`config.mk`:
```
export PLATFORM = sky130hd
export DESIGN_NAME = pacman_clk_ctrl
export DESIGN_NICKNAME = d
export VERILOG_FILES = /design/src/rtl/pacman_clk_pkg.sv /design/src/rtl/pacman_sync2.sv /design/src/rtl/pacman_clk_ctrl.sv
export SDC_FILE = /design/constraint.sdc
export NUM_CORES = 1
export LEC_CHECK = 0
export ABC_AREA = 1
export CORE_ASPECT_RATIO = 1.4
export CORE_MARGIN = 3
export CORE_UTILIZATION = 38
export DETAILED_ROUTE_END_ITERATION = 16
export PLACE_DENSITY = 0.63
export SLEW_MARGIN = 30
export SYNTH_ARGS = -nofsm -noshare
export SYNTH_HDL_FRONTEND = slang
export SYNTH_SLANG_ARGS = --single-unit
```
`constraint.sdc`:
```
create_clock -name I_CLK -period 3 [get_ports I_CLK]
set_clock_uncertainty 0.1 [all_clocks]
set_input_delay 0.6 -clock I_CLK [delete_from_list [all_inputs] [get_ports I_CLK]]
set_output_delay 0.6 -clock I_CLK [all_outputs]
set_load 0.03 [all_outputs]
```
`src/rtl/pacman_clk_pkg.sv`:
```
// Shared types and constants for the Pacman clock-enable sequencer.
package pacman_clk_pkg;

    typedef enum logic [2:0] {
        ST_WAIT_LOCK = 3'd0,
        ST_FILTER    = 3'd1,
        ST_HOLD      = 3'd2,
        ST_RUN       = 3'd3,
        ST_PAUSE     = 3'd4
    } clk_state_e;

    localparam logic [1:0] PH_ENA6 = 2'd0;
    localparam logic [1:0] PH_LAST = 2'd2;

    function automatic logic [1:0] ph_advance(input logic [1:0] ph);
        return (ph == PH_LAST) ? PH_ENA6 : ph + 2'd1;
    endfunction

endpackage

```
`src/rtl/pacman_sync2.sv`:
```
// Two-flop synchronizer for a single asynchronous level, reset to 0.
module pacman_sync2 (
    input  logic clk,
    input  logic rst_n,
    input  logic d,
    output logic q
);

    logic meta;

    always_ff @(posedge clk or negedge rst_n) begin
        if (!rst_n) begin
            meta <= 1'b0;
            q    <= 1'b0;
        end else begin
            meta <= d;
            q    <= meta;
        end
    end

endmodule

```
`src/rtl/pacman_clk_ctrl.sv`:
```
// Start-up sequencer and 12.288/6.144/3.072 MHz clock-enable scheduler with a
// debug pause that stops only on a CPU-cycle boundary.
module pacman_clk_ctrl
    import pacman_clk_pkg::*;
#(
    parameter int LOCK_CYCLES = 16,
    parameter int RESET_HOLD  = 1024
) (
    input  logic       I_CLK,
    input  logic       I_RESET_L,
    input  logic       I_LOCKED,
    input  logic       I_PAUSE,
    output logic       O_ENA_12,
    output logic       O_ENA_6,
    output logic       O_ENA_CPU,
    output logic       O_RESET,
    output logic       O_PAUSED,
    output logic [2:0] O_STATE
);

    localparam int FCW = $clog2(LOCK_CYCLES + 1);
    localparam int PCW = $clog2(RESET_HOLD + 1);
    localparam logic [FCW-1:0] FCNT_LAST = FCW'(LOCK_CYCLES - 1);
    localparam logic [FCW-1:0] FCNT_MAX  = FCW'(LOCK_CYCLES);
    localparam logic [PCW-1:0] PCNT_MAX  = PCW'(RESET_HOLD);

    logic lk_s;
    logic pz_s;

    clk_state_e     state, state_nx;
    logic [1:0]     ph, ph_nx;
    logic           cpu_tog, cpu_tog_nx;
    logic [FCW-1:0] fcnt, fcnt_nx;
    logic [PCW-1:0] pcnt, pcnt_nx;
    logic           running;

    logic en_nx, ena_12_d, ena_6_d, ena_cpu_d, reset_d, paused_d;

    pacman_sync2 u_sync_lock (
        .clk   (I_CLK),
        .rst_n (I_RESET_L),
        .d     (I_LOCKED),
        .q     (lk_s)
    );

    pacman_sync2 u_sync_pause (
        .clk   (I_CLK),
        .rst_n (I_RESET_L),
        .d     (I_PAUSE),
        .q     (pz_s)
    );

    assign running = (state == ST_HOLD) || (state == ST_RUN);

    always_ff @(posedge I_CLK or negedge I_RESET_L) begin
        if (!I_RESET_L) begin
            state   <= ST_WAIT_LOCK;
            ph      <= PH_ENA6;
            cpu_tog <= 1'b1;
            fcnt    <= '0;
            pcnt    <= '0;
        end else begin
            state   <= state_nx;
            ph      <= ph_nx;
            cpu_tog <= cpu_tog_nx;
            fcnt    <= fcnt_nx;
            pcnt    <= pcnt_nx;
        end
    end

    always_comb begin
        state_nx   = state;
        ph_nx      = ph;
        cpu_tog_nx = cpu_tog;
        fcnt_nx    = fcnt;
        pcnt_nx    = pcnt;

        // Phase and CPU toggle only move while enables are being issued.
        if (running) begin
            ph_nx = ph_advance(ph);
            if (ph == PH_ENA6) begin
                cpu_tog_nx = ~cpu_tog;
            end
        end

        case (state)
            ST_WAIT_LOCK: begin
                ph_nx      = PH_ENA6;
                cpu_tog_nx = 1'b1;
                fcnt_nx    = '0;
                pcnt_nx    = '0;
                if (lk_s) begin
                    state_nx = ST_FILTER;
                end
            end
            ST_FILTER: begin
                if (!lk_s) begin
                    state_nx = ST_WAIT_LOCK;
                    fcnt_nx  = '0;
                end else begin
                    if (fcnt < FCNT_MAX) begin
                        fcnt_nx = fcnt + FCW'(1);
                    end
                    if (fcnt >= FCNT_LAST) begin
                        state_nx = ST_HOLD;
                    end
                end
            end
            ST_HOLD: begin
                if ((ph == PH_ENA6) && (pcnt < PCNT_MAX)) begin
                    pcnt_nx = pcnt + PCW'(1);
                end
                // Leaving at the end of a period makes the first RUN cycle ph=0.
                if ((ph == PH_LAST) && (pcnt == PCNT_MAX)) begin
                    state_nx = ST_RUN;
                end
            end
            ST_RUN: begin
                if (pz_s && (ph == PH_LAST) && cpu_tog) begin
                    state_nx = ST_PAUSE;
                end
            end
            ST_PAUSE: begin
                if (!pz_s) begin
                    state_nx = ST_RUN;
                end
            end
            default: begin
                state_nx = ST_WAIT_LOCK;
            end
        endcase

        // Lock loss overrides any other transition, including a pause boundary.
        if (!lk_s && (state != ST_WAIT_LOCK) && (state != ST_FILTER)) begin
            state_nx   = ST_WAIT_LOCK;
            ph_nx      = PH_ENA6;
            cpu_tog_nx = 1'b1;
            fcnt_nx    = '0;
            pcnt_nx    = '0;
        end
    end

    // Outputs are registered copies of the decode of the next state.
    always_comb begin
        en_nx     = (state_nx == ST_HOLD) || (state_nx == ST_RUN);
        ena_12_d  = en_nx && (ph_nx != PH_LAST);
        ena_6_d   = en_nx && (ph_nx == PH_ENA6);
        ena_cpu_d = ena_6_d && cpu_tog_nx;
        reset_d   = (state_nx == ST_WAIT_LOCK) || (state_nx == ST_FILTER) ||
                    (state_nx == ST_HOLD);
        paused_d  = (state_nx == ST_PAUSE);
    end

    always_ff @(posedge I_CLK or negedge I_RESET_L) begin
        if (!I_RESET_L) begin
            O_ENA_12  <= 1'b0;
            O_ENA_6   <= 1'b0;
            O_ENA_CPU <= 1'b0;
            O_RESET   <= 1'b1;
            O_PAUSED  <= 1'b0;
        end else begin
            O_ENA_12  <= ena_12_d;
            O_ENA_6   <= ena_6_d;
            O_ENA_CPU <= ena_cpu_d;
            O_RESET   <= reset_d;
            O_PAUSED  <= paused_d;
        end
    end

    assign O_STATE = state;

endmodule

```
# Word level (Yosys, flattened, before mapping)

Cells that the tools add are included.

Memories kept: 0
Register bits after elaboration: 31
Input bits: 4
Output and inout port bits: 8
Bits in latches: 0
Memory bits (read-only): 0
Memory bits (writable): 0
Word-level logic and storage cells: 81

Reduce and logical (&&, ||, !) cells: 23
$add $sub $neg: 3
Bitwise operators: 1
Muxes and demuxes: 23
Eq/ne operators: 14
Divide/modulo/power cells: 0
Multipliers: 0
Magnitude comparators: 3
Shift-type cells: 0

Operators by type and width:

| operator                                                               | count |
|---|---|
| 11-bit two-way mux                                                     | 2 |
| 11-bit one-hot mux with 2 select lines                                 | 1 |
| 3-bit two-way mux                                                      | 7 |
| 5-bit two-way mux                                                      | 3 |
| 3-bit one-hot mux with 5 select lines                                  | 1 |
| 3-bit by 2-bit equality test with 1-bit output (second input constant) | 4 |
| 11-bit by 1-bit adder with 11-bit output (second input constant)       | 1 |
| 11-bit equality test (second input constant)                           | 1 |
| 11-bit < comparator (second input constant)                            | 1 |
| 5-bit one-hot mux with 2 select lines                                  | 1 |
| 1-bit logical AND                                                      | 9 |
| 3-bit nonzero test                                                     | 3 |
| 2-bit two-way mux                                                      | 4 |
| 3-bit by 1-bit equality test with 1-bit output (second input constant) | 2 |
| 3-bit equality test (second input constant)                            | 2 |
| 3-bit zero test                                                        | 2 |
| 3-bit by 1-bit != test with 1-bit output (second input constant)       | 2 |
| 5-bit by 1-bit adder with 5-bit output (second input constant)         | 1 |
| 5-bit by 4-bit >= comparator with 1-bit output (second input constant) | 1 |
| 5-bit < comparator (second input constant)                             | 1 |
| 2-bit zero test                                                        | 2 |
| 1-bit logical OR                                                       | 4 |
| 1-bit two-way mux                                                      | 4 |
| 4-bit != test (second input constant)                                  | 1 |
| 6 further kinds                                                        | 7 |

# Longest topological paths before layout

Depth in word-level cells: 10
Gate-level depth with buffers: 11
Depth with buffers taken out: 11

# Modules after synthesis

Synthesis repeated with hierarchy kept, for this count alone.

Cells, all modules: 201
Area, all modules: 1,660.3 µm²

Modules (own cells, without submodules):

| module          | sequential area each (µm²) | area an instance (µm²) | cells an instance | times used |
|---|---|---|---|---|
| pacman_clk_ctrl | 678.2                      | 1,560.2                | 197               | 1 |
| pacman_sync2    | 50.0                       | 50.0                   | 2                 | 2 |

# Worst setup path after synthesis

Ideal clock, no wire load.

Path type: register to register
From: reg state[2], in the netlist O_STATE[2]
To: reg pcnt[8]
Required time: 2.787 ns
Path slack: 1.461 ns
Arrival time: 1.326 ns
Stages on the path, launching flop included: 11
Setup time: 0.113 ns
Period minus slack after synthesis: 1.539 ns
Buffers on the path: 1
Cells stage by stage: dfrtp_1 > inv_2 > nand2_4 > inv_4 > nor2_8 > inv_4 > nand2_8 > buf_12 > o21ai_0 > nand2_1 > inv_1

Longest elaborated chain between the ends: 5
Elaborated cells on any way between the ends: 11
Classes of those cells: eq/ne: 3; mux: 2; reduce/logical: 6

RTL lines:

| what                                                                                            | RTL line               | source |
|---|---|---|
| start, declared                                                                                 | pacman_clk_ctrl.sv:30  | `clk_state_e state, state_nx;` |
| start signal, assigned                                                                          | pacman_clk_ctrl.sv:63  | `state <= state_nx;` |
| 3-bit nonzero test                                                                              | pacman_clk_ctrl.sv:134 | `if (!lk_s && (state != ST_WAIT_LOCK) && (state != ST_FILTER)) begin` |
| 1-bit logical AND (2 in a row)                                                                  | pacman_clk_ctrl.sv:134 |  |
| 3-bit by 1-bit != test with 1-bit output (no source line) or 3-bit nonzero test (tied branches) | --                     |  |
| 2-bit AND reduction (no source line)                                                            | --                     |  |
| end signal, assigned                                                                            | pacman_clk_ctrl.sv:67  | `pcnt <= pcnt_nx;` |
| end, declared                                                                                   | pacman_clk_ctrl.sv:34  | `logic [PCW-1:0] pcnt, pcnt_nx;` |

Parallel ways exist; a longest one is shown, timed or not.
A chain may end at the register's enable or synchronous reset.

# Worst setup path after layout

From: reg O_RESET
To: out O_RESET

RTL lines:

| what                   | RTL line               | source |
|---|---|---|
| start, declared        | pacman_clk_ctrl.sv:16  | `output logic O_RESET,` |
| start signal, assigned | pacman_clk_ctrl.sv:165 | `O_RESET <= reset_d;` |

No word-level cell between the ends.

==> tab_implementation.tex <==
\begin{tabular}{lr}
\hline
Metric & Value \\
\hline
\multicolumn{2}{l}{\textbf{Worst setup path}} \\
Worst path arrival time & around 1500 ps \\
Required @ worst endpoint & 2300 ps \\
Critical path capture point type & output port \\
CP delay by family, top & buffers and inverters \\
Slowest cell on the critical path & sky130\_fd\_sc\_hd\_\_clkdlybuf4s50\_1 \\
Delay of the slowest cell on the worst path & $\sim$650 ps \\
Number of buffers and inverters on the critical path & 1 \\
Startpoint Class & flip-flop \\
Critical path cell sequence & clkdlybuf4s50\_1 \\
Critical setup path kind & flip-flop to output port \\
Critical path peak fanout & 1 \\
\multicolumn{2}{l}{\textbf{Detailed routing}} \\
Vias post-DR & 1324 \\
Number of design rule violations left after detail routing & 0 \\
TritonRoute pass-1 iters & 4 \\
Count of antenna-violating nets left after detailed routing & 0 \\
Detail-routed net length per standard cell & 11.3 um \\
Routed via count divided by cell count & 4.76 \\
DRC violation total after the first TritonRoute iteration & 81 \\
Post-detailed-routing wire length & $\sim$3100 um \\
\multicolumn{2}{l}{\textbf{Cells and area}} \\
Post-route non-filler standard cell count & 278 \\
Count of filler cells inserted in the layout & 419 \\
Diode count & 0 \\
Share of layout cells above drive strength 1 & about 15\% \\
Post-layout util & a little under half \\
Area of all placed cells without fillers & 1960 um2 \\
Area of the multi-input gates & 718 um2 \\
Number of nets in the layout & 227 \\
Layout-stage area growth over the synthesis result & 17.3\% \\
Combined flip-flop and latch cell area & 778 um2 \\
\multicolumn{2}{l}{\textbf{Clock tree}} \\
Number of buffers created by CTS & 5 \\
Clock input transition at the sequential cells of the worst setup and hold paths & roughly 70 ps \\
Clock H-tree levels & 2 \\
Post-CTS Hold Fix Bufs & 0 \\
Total of cells resized after clock tree synthesis & 0 \\
Number of clock sinks & 31 \\
Clock insertion delay at the later pin of the skew report & 280 ps \\
Clock tree root driver cell & sky130\_fd\_sc\_hd\_\_clkbuf\_8 \\
CTS tree & built \\
Worst-case clock buffer depth & 2 \\
Post-CTS Setup Bufs & 0 \\
\multicolumn{2}{l}{\textbf{Placed design}} \\
PortBufs & 11 \\
Instance count after placement with tap cells included & 270 \\
Final Wtd Congestion & 0.862 \\
DP HPWL & 2370 um \\
Placed Instance Area & between 1500 and 2000 um2 \\
Worst setup slack after placement & 1150 ps \\
\multicolumn{2}{l}{\textbf{Synthesis}} \\
Syn\_nets & 209 \\
Count of distinct cell types in the synthesized netlist & 31 \\
Mapped cell area & approximately 1700 um2 \\
Main combinational cell family by area after synthesis & simple AND/OR/NAND/NOR gates \\
Flops \& latches, synth & 31 \\
Fraction of the mapped netlist area in simple logic gates & around 29\% \\
Post-synthesis sequential area ratio & 46.7\% \\
Area fraction in compound gates after synthesis & 10.3\% \\
Warnings from Yosys & 0 \\
Gate Count Post-Synth & 201 \\
Adder-cell area share of the yosys netlist & 3.00\% \\
Average footprint of a synthesized cell & 8.30 um2 \\
Post-synthesis xor/xnor area fraction & 0.525\% \\
Mux share of post-synthesis cell area & 0.600\% \\
\multicolumn{2}{l}{\textbf{Global routing}} \\
Maximum number of pins on one net before global-route repair & 32 \\
Wire length of the first global-routing pass & 5710 um \\
Remaining global-route overflow & 0 \\
Vias in the first global route & 1336 \\
Global-route usage over all layers & $\sim$14\% \\
Number of antenna violations at the first check in global routing & 0 \\
\multicolumn{2}{l}{\textbf{Floorplanning}} \\
Horizontal die dimension & 62.0 um \\
Initial cell density of the core & 40.8\% \\
Floorplan Core Area & 4090 um2 \\
Die boundary height & roughly 84 um \\
Floorplan die area & between 5000 and 6000 um2 \\
Number of placed I/O pins & 12 \\
Standard-cell row count & 27 \\
\multicolumn{2}{l}{\textbf{Power and ir drop}} \\
PD cells & between 400 and 500 nW/um2 \\
Leakage power summed over all cells & 0.930 nW \\
Final Total Pwr & 0.935 mW \\
Worst ir drop on vdd & 0.000234 V \\
\multicolumn{2}{l}{\textbf{Timing}} \\
Maximum frequency from static timing analysis & approximately 470 MHz \\
Transition at the pin with the smallest max-transition slack & 395 ps \\
Unrepaired setup endpoints after global routing & false \\
Slew Limit Fails & 0 \\
Final Cycle Share & 71.6\% \\
Final-layout worst hold slack & 249 ps \\
Total negative slack & 0 ps \\
Number of setup violations in the final report & 0 \\
Post-route minimum period & 2150 ps \\
Final worst setup slack & 852 ps \\
Final number of hold-violating endpoints & 0 \\
Slew HR & 73.7\% \\
\multicolumn{2}{l}{\textbf{Min path}} \\
Hold crit path type & flip-flop to flip-flop \\
\multicolumn{2}{l}{\textbf{Flow run}} \\
Maxcap violations & 0 \\
\multicolumn{2}{l}{\textbf{Status}} \\
Result of the run & finished clean \\
\hline
\end{tabular}
report_power, final:
| part | internal [mW] | switching [mW] |
|---|---|---|
| Sequential | 0.425 | 0.00753 |
| Clock | 0.268 | 0.159 |
| Combinational | 0.0236 | 0.0521 |
cell usage in the layout (no fill, tap or decap), drive strengths merged:
| master | synthesis | routed |
|---|---|---|
| a21oi | 13 | 13 |
| o22ai | 1 | 1 |
| dfrtp | 29 | 29 |
| o21a | 2 | 2 |
| nand2 | 36 | 36 |
| clkdlybuf4s50 | 0 | 11 |
| clkinv | 0 | 1 |
| xnor2 | 1 | 1 |
| o2bb2ai | 1 | 1 |
| inv | 39 | 39 |
| a31oi | 1 | 1 |
| ha | 4 | 4 |
| dfstp | 2 | 2 |
| nand3 | 20 | 20 |
| nor3 | 6 | 6 |
| clkbuf | 0 | 6 |
| mux2i | 1 | 1 |
| nor2 | 29 | 29 |
| buf | 1 | 1 |
| a32o | 1 | 1 |
| o21ai | 9 | 9 |
| nand4 | 4 | 4 |
| bufinv | 0 | 1 |
| o31ai | 1 | 1 |
routing by layer:
metal | GRT usage [%] | part of all wire, % | up-vias
met4 | 6.56 | 2.4 | 0
li1 | - | - | 677
met1 | 18.0 | 44 | 625
met3 | 3.69 | 2.8 | 6
met5 | 0 | 0 | -
met2 | 22.7 | 51 | 16
cells by family (layout without fill, tap and decap cells):
group / count (synthesis) / after routing
adders and majority gates: 4 / 4
DFF: 31 / 31
AOI/OAI and AO/OA: 29 / 29
xor gates and xnor gates: 1 / 1
buffers and inverters: 40 / 59
and+or+nand+nor: 95 / 95
muxes: 1 / 1
final timing paths:
| check | startpoint | slack (ps) | endpoint | depth (start not counted) |
|---|---|---|---|---|
| worst min-delay path | u_sync_lock.meta$_DFF_PN0_ | 250 | u_sync_lock.q$_DFF_PN0_ | 0 |
| worst max-delay path | O_RESET$_DFF_PN1_ | 850 | O_RESET | 1 |
| worst max register to register | fcnt[0]$_DFFE_PN0P_ | 1310 | O_ENA_6$_DFF_PN0_ | 10 |
| min in group asynchronous | I_RESET_L | 620 | fcnt[2]$_DFFE_PN0P_ | 2 |
| worst min register to register | u_sync_lock.meta$_DFF_PN0_ | 250 | u_sync_lock.q$_DFF_PN0_ | 0 |
| max in group asynchronous | I_RESET_L | 1870 | cpu_tog$_DFF_PN1_ | 2 |
final cells by class:
cell class              instances  share of cell area [%]
flip-flops and latches         31                    39.8
clock inverters                 2                    1.79
multi-input cells             130                    36.7
clock buffers                   6                    4.22
well taps                      58                    3.71
inverters                      39                    7.74
repair buffers                 12                    6.01
cell usage after synthesis:
master,count,share of area (%)
sky130_fd_sc_hd__nand2_1,31,7.0
sky130_fd_sc_hd__xnor2_1,1,0.53
sky130_fd_sc_hd__a21oi_1,11,3.3
sky130_fd_sc_hd__o21a_1,2,0.90
sky130_fd_sc_hd__a31oi_1,1,0.38
sky130_fd_sc_hd__dfstp_2,2,3.2
sky130_fd_sc_hd__nand3_1,19,5.7
sky130_fd_sc_hd__o2bb2ai_1,1,0.53
sky130_fd_sc_hd__nand2_2,3,1.1
sky130_fd_sc_hd__dfrtp_1,29,44
sky130_fd_sc_hd__buf_12,1,1.2
sky130_fd_sc_hd__nand2_8,1,1.2
sky130_fd_sc_hd__inv_1,31,7.0
sky130_fd_sc_hd__nor3_4,1,0.98
sky130_fd_sc_hd__mux2i_1,1,0.60
sky130_fd_sc_hd__o21ai_0,7,2.1
sky130_fd_sc_hd__o31ai_1,1,0.45
sky130_fd_sc_hd__nor3_2,3,1.8
sky130_fd_sc_hd__nand4_1,4,1.5
sky130_fd_sc_hd__nand3_2,1,0.60
sky130_fd_sc_hd__nand2_4,1,0.68
sky130_fd_sc_hd__inv_2,6,1.4
sky130_fd_sc_hd__o22ai_1,1,0.38
sky130_fd_sc_hd__nor3_1,2,0.60
sky130_fd_sc_hd__inv_4,2,0.75
sky130_fd_sc_hd__nor2_8,1,1.2
sky130_fd_sc_hd__a32o_1,1,0.60
sky130_fd_sc_hd__a21oi_2,2,1.1
sky130_fd_sc_hd__o21ai_1,2,0.60
sky130_fd_sc_hd__nor2_1,28,6.3
sky130_fd_sc_hd__ha_1,4,3.0
state kept, by name, summed over array words and instances, names as in the netlist:
| signal | flops |
|---|---|
| u_sync_lock.meta | 1 |
| cpu_tog | 1 |
| O_PAUSED | 1 |
| ph | 2 |
| u_sync_pause.meta | 1 |
| pcnt | 11 |
| O_RESET | 1 |
| O_STATE | 3 |
| u_sync_pause.q | 1 |
| O_ENA_6 | 1 |
| fcnt | 5 |
| u_sync_lock.q | 1 |
| O_ENA_CPU | 1 |
| O_ENA_12 | 1 |
Note: power is estimated with default switching activity, not from simulation.
